`config.mk`:
```
export PLATFORM = sky130hd
export DESIGN_NAME = fetch_redirect_ctrl
export DESIGN_NICKNAME = d
export VERILOG_FILES = /design/src/rtl/fetch_redirect_ctrl.sv
export SDC_FILE = /design/constraint.sdc
export NUM_CORES = 1
export LEC_CHECK = 0
export CAP_MARGIN = 20
export CORE_MARGIN = 2
export CORE_UTILIZATION = 35
export CTS_BUF_LIST = sky130_fd_sc_hd__clkbuf_8
export DETAILED_ROUTE_END_ITERATION = 16
export GPL_ROUTABILITY_DRIVEN = 0
export PLACE_DENSITY = 0.6
export SETUP_SLACK_MARGIN = 0.4
export SLEW_MARGIN = 20
export SYNTH_ARGS = -nofsm -noshare
export SYNTH_HDL_FRONTEND = slang
export SYNTH_SLANG_ARGS = --single-unit
```
`constraint.sdc`:
```
create_clock -name clk -period 2.7 [get_ports clk]
set_input_delay 0.27 -clock clk [delete_from_list [all_inputs] [get_ports clk]]
set_output_delay 0.27 -clock clk [all_outputs]
set_load 0.05 [all_outputs]
```
`src/rtl/fetch_redirect_ctrl.sv`:
```
// fetch_redirect_ctrl: fetch PC sequencer for the branch predictor.
// Owns the fetch PC, carries each fetch's prediction through rf and execute,
// checks it against the resolved outcome and redirects fetch on a mismatch.
// Optional feature macro: BP_STATS_EN (branch / mispredict counters).
//
// state | meaning
// BOOT  | one idle cycle after reset, no fetch
// RUN   | fetching, PC steered by the predictor
// DRAIN | fetch stopped, fetch_pc held, older stages keep advancing
module fetch_redirect_ctrl #(
    parameter int PC_W = 16
) (
    input  logic            clk,
    input  logic            reset,
    input  logic            stall,
    input  logic            halt_req,
    input  logic            bp_prediction,
    input  logic [PC_W-1:0] bp_prediction_pc,
    input  logic            ex_is_branch,
    input  logic            ex_taken,
    input  logic [PC_W-1:0] ex_target,
    output logic [PC_W-1:0] fetch_pc,
    output logic            fetch_valid,
    output logic            rf_valid,
    output logic            ex_valid,
    output logic [PC_W-1:0] ex_pc,
    output logic            flush,
    output logic            halted,
    output logic [15:0]     branch_count,
    output logic [15:0]     mispredict_count
);

    typedef enum logic [1:0] {
        BOOT  = 2'd0,
        RUN   = 2'd1,
        DRAIN = 2'd2
    } state_t;

    state_t          state;
    state_t          state_nxt;

    logic [PC_W-1:0] rf_pc;
    logic            rf_pred_taken;
    logic [PC_W-1:0] rf_pred_pc;
    logic            ex_pred_taken;
    logic [PC_W-1:0] ex_pred_pc;

    logic            pred_wrong;
    logic            mispredict;
    logic [PC_W-1:0] correct_pc;

    // Compare the carried prediction with the resolved outcome in execute.
    // A predicted-taken non-branch is a partial-tag alias and also redirects.
    always_comb begin
        pred_wrong = 1'b0;
        if (ex_is_branch)
            pred_wrong = (ex_pred_taken != ex_taken) ||
                         (ex_taken && (ex_pred_pc != ex_target));
        else
            pred_wrong = ex_pred_taken;
        mispredict = ex_valid && !stall && !reset && pred_wrong;
        correct_pc = (ex_is_branch && ex_taken) ? ex_target : ex_pc + PC_W'(2);
    end

    assign flush  = mispredict;
    assign halted = (state == DRAIN) && !rf_valid && !ex_valid;

    // Next-state and fetch qualification.
    always_comb begin
        state_nxt   = state;
        fetch_valid = 1'b0;
        case (state)
            BOOT: begin
                if (!stall)
                    state_nxt = RUN;
            end
            RUN: begin
                fetch_valid = 1'b1;
                if (halt_req && !stall)
                    state_nxt = DRAIN;
            end
            DRAIN: begin
                if (!halt_req && !stall)
                    state_nxt = RUN;
            end
            default: state_nxt = BOOT;
        endcase
    end

    // State register.
    always_ff @(posedge clk) begin
        if (reset)
            state <= BOOT;
        else
            state <= state_nxt;
    end

    // Fetch PC and the rf/execute stage registers; a redirect empties both stages.
    always_ff @(posedge clk) begin
        if (reset) begin
            fetch_pc      <= '0;
            rf_valid      <= 1'b0;
            rf_pc         <= '0;
            rf_pred_taken <= 1'b0;
            rf_pred_pc    <= '0;
            ex_valid      <= 1'b0;
            ex_pc         <= '0;
            ex_pred_taken <= 1'b0;
            ex_pred_pc    <= '0;
        end else if (!stall) begin
            rf_pc         <= fetch_pc;
            rf_pred_taken <= bp_prediction;
            rf_pred_pc    <= bp_prediction_pc;
            ex_pc         <= rf_pc;
            ex_pred_taken <= rf_pred_taken;
            ex_pred_pc    <= rf_pred_pc;
            if (mispredict) begin
                fetch_pc <= correct_pc;
                rf_valid <= 1'b0;
                ex_valid <= 1'b0;
            end else begin
                rf_valid <= fetch_valid;
                ex_valid <= rf_valid;
                if (state == RUN)
                    fetch_pc <= bp_prediction ? bp_prediction_pc : fetch_pc + PC_W'(2);
            end
        end
    end

`ifdef BP_STATS_EN
    logic [15:0] branch_cnt_q;
    logic [15:0] mispredict_cnt_q;

    // Saturating counters of resolved branches and mispredictions.
    always_ff @(posedge clk) begin
        if (reset) begin
            branch_cnt_q     <= '0;
            mispredict_cnt_q <= '0;
        end else if (!stall) begin
            if (ex_valid && ex_is_branch && (branch_cnt_q != 16'hFFFF))
                branch_cnt_q <= branch_cnt_q + 16'd1;
            if (mispredict && (mispredict_cnt_q != 16'hFFFF))
                mispredict_cnt_q <= mispredict_cnt_q + 16'd1;
        end
    end

    assign branch_count     = branch_cnt_q;
    assign mispredict_count = mispredict_cnt_q;
`else
    assign branch_count     = 16'h0000;
    assign mispredict_count = 16'h0000;
`endif

endmodule

```
# After elaboration in Yosys (flattened, before gate mapping)
# Index checks and enable logic that the tools add are counted.
word_totals:
  reg_bits: 86
  latchBits: 0
  ram_bits: 0
  rom_bits: 0
  n_memories: 0
op_classes:
  n_addsub: 2
  mul: 0
  n_div: 0
  magnitude_cmp: 0
  eq_ne: 7
  n_shift: 0
  muxes: 12
  n_bitwise: 1
  n_reduce_logical: 19
op_table:
  columns: ["op", "n"]
  rows:
  - ["two-way mux 16 bit", 4]
  - ["adder 16 x 2 -> 16 bit, second input constant", 2]
  - ["!= test 16 bit", 1]
  - ["logical AND 1 bit", 9]
  - ["two-way mux 2 bit", 3]
  - ["one-hot mux 2 bit (3 select lines)", 1]
  - ["logical NOT 1 bit", 5]
  - ["two-way mux 1 bit", 4]
  - ["!= test 2 bit, second input constant", 2]
  - ["AND reduction 3 bit", 1]
  - ["== test 2 x 1 -> 1 bit, second input constant", 1]
  - ["== test 2 bit, second input constant", 1]
  - ["logical NOT 2 bit", 1]
  - ["!= test 2 x 1 -> 1 bit, second input constant", 1]
  - ["AND reduction 2 bit", 1]
  - ["nonzero test 2 bit", 1]
  - ["logical OR 1 bit", 1]
  - ["!= test 1 bit", 1]
  - ["inverter 1 bit", 1]

# Longest topological paths before layout
depth:
  ltp_word: 7
  ltp_mapped: 9

# Worst setup path before layout
# OpenSTA, ideal clock, no wires.
synth_path:
  kind: "flip-flop to output port"
  startpoint: "reg ex_valid"
  endpoint: "out flush"
  arrival_time_ps: 2133
  required_time_ps: 2430
  setup_slack_ps: 297
  path_stages_with_launch: 6
  path_cell_list: "dfxtp_1 -> o211ai_1 -> a21oi_1 -> clkbuf_2 -> buf_2 -> nor2b_1"
synth_via:
  elab_chain_len: 3
synth_rtl:
  columns: ["item", "line", "rtl"]
  rows:
  - ["from (decl)", "25", "output logic ex_valid,"]
  - ["from (signal assigned)", "123", "ex_valid <= rf_valid;"]
  - ["logical AND 1 bit (3 in series)", "61", "mispredict = ex_valid && !stall && !reset && pred_wrong;"]
  - ["to (decl)", "27", "output logic flush,"]
# Every way passes these cells.

# Worst setup path after layout
layout_path:
  startpoint: "reg fetch_pc[1]"
  endpoint: "reg fetch_pc[15]"
layout_via:
  elab_chain_len: 4
layout_rtl:
  columns: ["item", "line", "rtl"]
  rows:
  - ["from (decl)", "22", "output logic [PC_W-1:0] fetch_pc,"]
  - ["from (signal assigned)", "118", "fetch_pc <= correct_pc;"]
  - ["from (signal assigned)", "125", "fetch_pc <= bp_prediction ? bp_prediction_pc : fetch_pc + PC_W'(2);"]
  - ["adder 16 x 2 -> 16 bit", "125", null]
  - ["two-way mux 16 bit", "125", null]
  - ["two-way mux 16 bit", "124", "if (state == RUN)"]
  - ["two-way mux 16 bit", "117", "if (mispredict) begin"]
# Every way passes these cells. The select of a mux whose other input is x is not followed.
# A chain may end at the register's enable or synchronous reset.

==> results_dict.tcl <==
set metrics [dict create \
    status "finished, final reports clean" \
    netlist_area_um2 4470 \
    total_power_w 0.00289 \
    synthFlopType "dfxtp_1" \
    period_share_pct 78.7 \
    cts-hold-fix-buffers 0 \
    grt_max_degree 49 \
    max-vdd-ir-drop_mv 0.227 \
    overflow 0 \
    vias_per_cell 5.04 \
    netlist_instances 515 \
    cts-root-buf "clkbuf_8" \
    rows 41 \
    dr.pass1.iters 5 \
    grt_pass1_vias 3440 \
    drtIter0Drc 276 \
    cts_tree "done" \
    port-buffer-count 75 \
    p_switching_w 0.000809 \
    finalHoldViolCount 0 \
    syn_to_final_growth_pct 23.8 \
    routed_wl_um 11700 \
    dp_cells 743 \
    p_seq_share_pct 46.8 \
    skew_ns 0.00954 \
    numCtsBuffers 9 \
    drive_above_1_share_pct 8.02 \
    antenna_cells 0 \
    crit_end "fetch_pc[15]" \
    post_dp_cell_area_um2 5280 \
    die_h_um 117 \
    synth_edf_count 0 \
    grt_first_pass_wirelength_um 18400 \
    rrSetupSlack_ns 0.58 \
    start_util_pct 35.7 \
    pwr-share-clk_pct 36.5 \
    drc 0 \
    final.min_clock_period_ns 2.12 \
    synthArstFlopShare_pct 0 \
    yosysWarnings 0 \
    required_ns 3.02 \
    reg2reg_to "fetch_pc[15]" \
    start_kind "register" \
    numClockSinks 86 \
    cp_max_fo 7 \
    wl_per_cell_um 15.5 \
    critPathArrivalTime_ns 2.44 \
    fin_area_um2 5530 \
    num-nets-final 624 \
    worstRegToRegCells 7 \
    stdcell_count 758 \
    synth_cell_types 54 \
    fmax_mhz 471 \
    coreArea_um2 12500 \
    worst_slew_pin_slew_ns 0.789 \
    r2r_start "fetch_pc[1]" \
    cts.path.max_buffers 2 \
    dieArea_um2 13700 \
    max-slew-margin-rel_pct 47.4 \
    setup_viol 0 \
    worstSetupStartpoint "fetch_pc[1]" \
    p_sw_share_pct 28.0 \
    io_pins 108 \
    via_count 3819 \
    combPwrFrac_pct 16.7 \
    syn_avg_cell_area_um2 8.67 \
    rsz0062_at_grt "no" \
    fillCellCount 1252 \
    drv_cap 0 \
    die_w_um 117 \
    antenna_found_initial 0 \
    endpoint_kind "register" \
    worst-setup-path-type "reg2reg" \
    h-tree-depth 3 \
    grtUsageTotal_pct 17.6 \
    drtAntennaViolNets 0 \
    maxSlewViolCount 0 \
    p_leak_nw 2.17 \
    ys_ff_latch 86 \
    dp_hpwl_um 8810 \
    hold_class "in2reg" \
    tns_ns 0 \
    worstSkewPairLatency_ns 0.36 \
    whs_ns 0.352 \
    synth-seq-area-share_pct 38.6 \
    p_int_w 0.00208 \
    power.density_nw_per_um2 523 \
    clk_pin_slew_ns 0.08 \
]
## cells by family (layout without fill, tap and decap cells)
| group | Yosys count | count (layout) | synth area share, % |
|---|---|---|---|
| XOR/XNOR | 28 | 28 | 5.49 |
| AO/OA/AOI/OAI | 69 | 69 | 10.3 |
| AND/OR/NAND/NOR | 186 | 186 | 19.5 |
| other | 1 | 32 | 0.0840 |
| flip-flops | 86 | 86 | 38.6 |
| buffers and inverters | 68 | 108 | 8.74 |
| multiplexers | 75 | 75 | 16.8 |
| adder cells (fa/ha/maj) | 2 | 2 | 0.560 |
## cell usage after synthesis (2+ instances only)
master | count | share of area [%]
ha_1 | 2 | 0.56
nand2_1 | 36 | 3.0
inv_1 | 5 | 0.42
nor3_1 | 6 | 0.67
nand3_1 | 18 | 2.0
o21ai_0 | 15 | 1.7
or3_1 | 4 | 0.56
nor2b_1 | 3 | 0.42
nand4_2 | 2 | 0.56
buf_4 | 32 | 5.4
nor2_1 | 91 | 7.6
dfxtp_1 | 86 | 39
a211oi_1 | 6 | 1.0
xnor2_1 | 23 | 4.5
a31oi_1 | 3 | 0.42
a211o_1 | 3 | 0.59
o22ai_1 | 4 | 0.56
o31ai_1 | 2 | 0.34
xor2_1 | 5 | 0.98
a21oi_1 | 14 | 1.6
clkbuf_1 | 15 | 1.3
o211ai_1 | 5 | 0.84
a22oi_1 | 2 | 0.34
a21o_1 | 2 | 0.34
nor4_1 | 2 | 0.28
a311oi_1 | 2 | 0.39
buf_2 | 11 | 1.2
a31o_2 | 2 | 0.39
o21a_1 | 2 | 0.34
buf_1 | 4 | 0.34
mux2i_1 | 75 | 17
nand4_1 | 6 | 0.84
and3_1 | 6 | 0.84
## placed cells by master, fill, tap and decap left out, types with 6 or more instances in the layout
master / count
nor2_1: 90
dfxtp_1: 86
mux2i_1: 75
clkdlybuf4s50_1: 71
nand2_1: 36
conb_1: 32
xnor2_1: 23
nand3_1: 18
o21ai_0: 15
buf_4: 15
a21oi_1: 13
clkbuf_8: 9
nand4_1: 6
and3_1: 6
a211oi_1: 6
## state kept, by name (all words and copies together), names as in the netlist
register       count
ex_pred_taken      1
state              2
ex_pc             16
rf_pred_taken      1
rf_pc             16
ex_valid           1
rf_pred_pc        16
fetch_pc          16
ex_pred_pc        16
rf_valid           1
## power by group through the flow
stage	registers, W	clock network [W]	logic, W
after floorplan	0.00141	0	0.000328
after global placement	0.00138	0	0.000479
after detailed placement	0.00138	0	0.000482
after CTS	0.00135	0.00109	0.000483
after global routing	0.00136	0.00113	0.000518
final	0.00135	0.00106	0.000483
## final cells by class
cell class              count  area [um^2]  area share (%)
inverters                   5         18.8           0.340
repair buffers             89          857            15.5
well taps                 172          215            3.89
clock buffers               9          124            2.24
clock inverters             5          100            1.81
flip-flops and latches     86         1720            31.1
multi-input cells         392         2490            45.1
## worst max-delay path, stage by stage (launching register included)
cell      delay, ns
dfxtp_1        0.50
ha_1           0.24
nand3_1        0.23
or4_4          0.57
nor3_2         0.11
a31oi_1        0.06
a311oi_1       0.26
a21o_1         0.11
## routing by layer
layer,global-route usage [%],share of wire [%],up-vias
met5,0,0,-
met4,7.45,2.4,0
met3,2.99,6.3,21
met2,26.5,43,151
met1,24.9,48,1792
li1,-,-,1855
## repair_timing
| item | CTS | global route |
|---|---|---|
| buffers inserted | 0 | 1 |
| resized for setup | 3 | 1 |
| setup endpoints to repair | 2 | 2 |
| pin swaps | 1 | 1 |
## worst min path at each step
| stage | startpoint | to | cells past startpoint |
|---|---|---|---|
| 2_1_floorplan | halt_req | state[1] | 2 |
| 3_3_place_gp | rf_pred_pc[0] | ex_pred_pc[0] | 2 |
| 3_5_place_dp | rf_pred_pc[12] | ex_pred_pc[12] | 2 |
| 4_1_cts | stall | state[0] | 4 |
| 5_1_grt | stall | ex_valid | 3 |
| 6_report | stall | state[0] | 4 |
## per-stage QoR
step | worst slack (ns) | util, %
4_1_cts | 0.408 | 44.1
3_3_place_gp | 0.162 | 42.2
5_1_grt | 0.410 | 44.2
3_5_place_dp | 0.126 | 42.2
2_1_floorplan | 0.508 | -
6_report | 0.575 | 44.2
No activity file was read; power rests on OpenSTA's default activity.
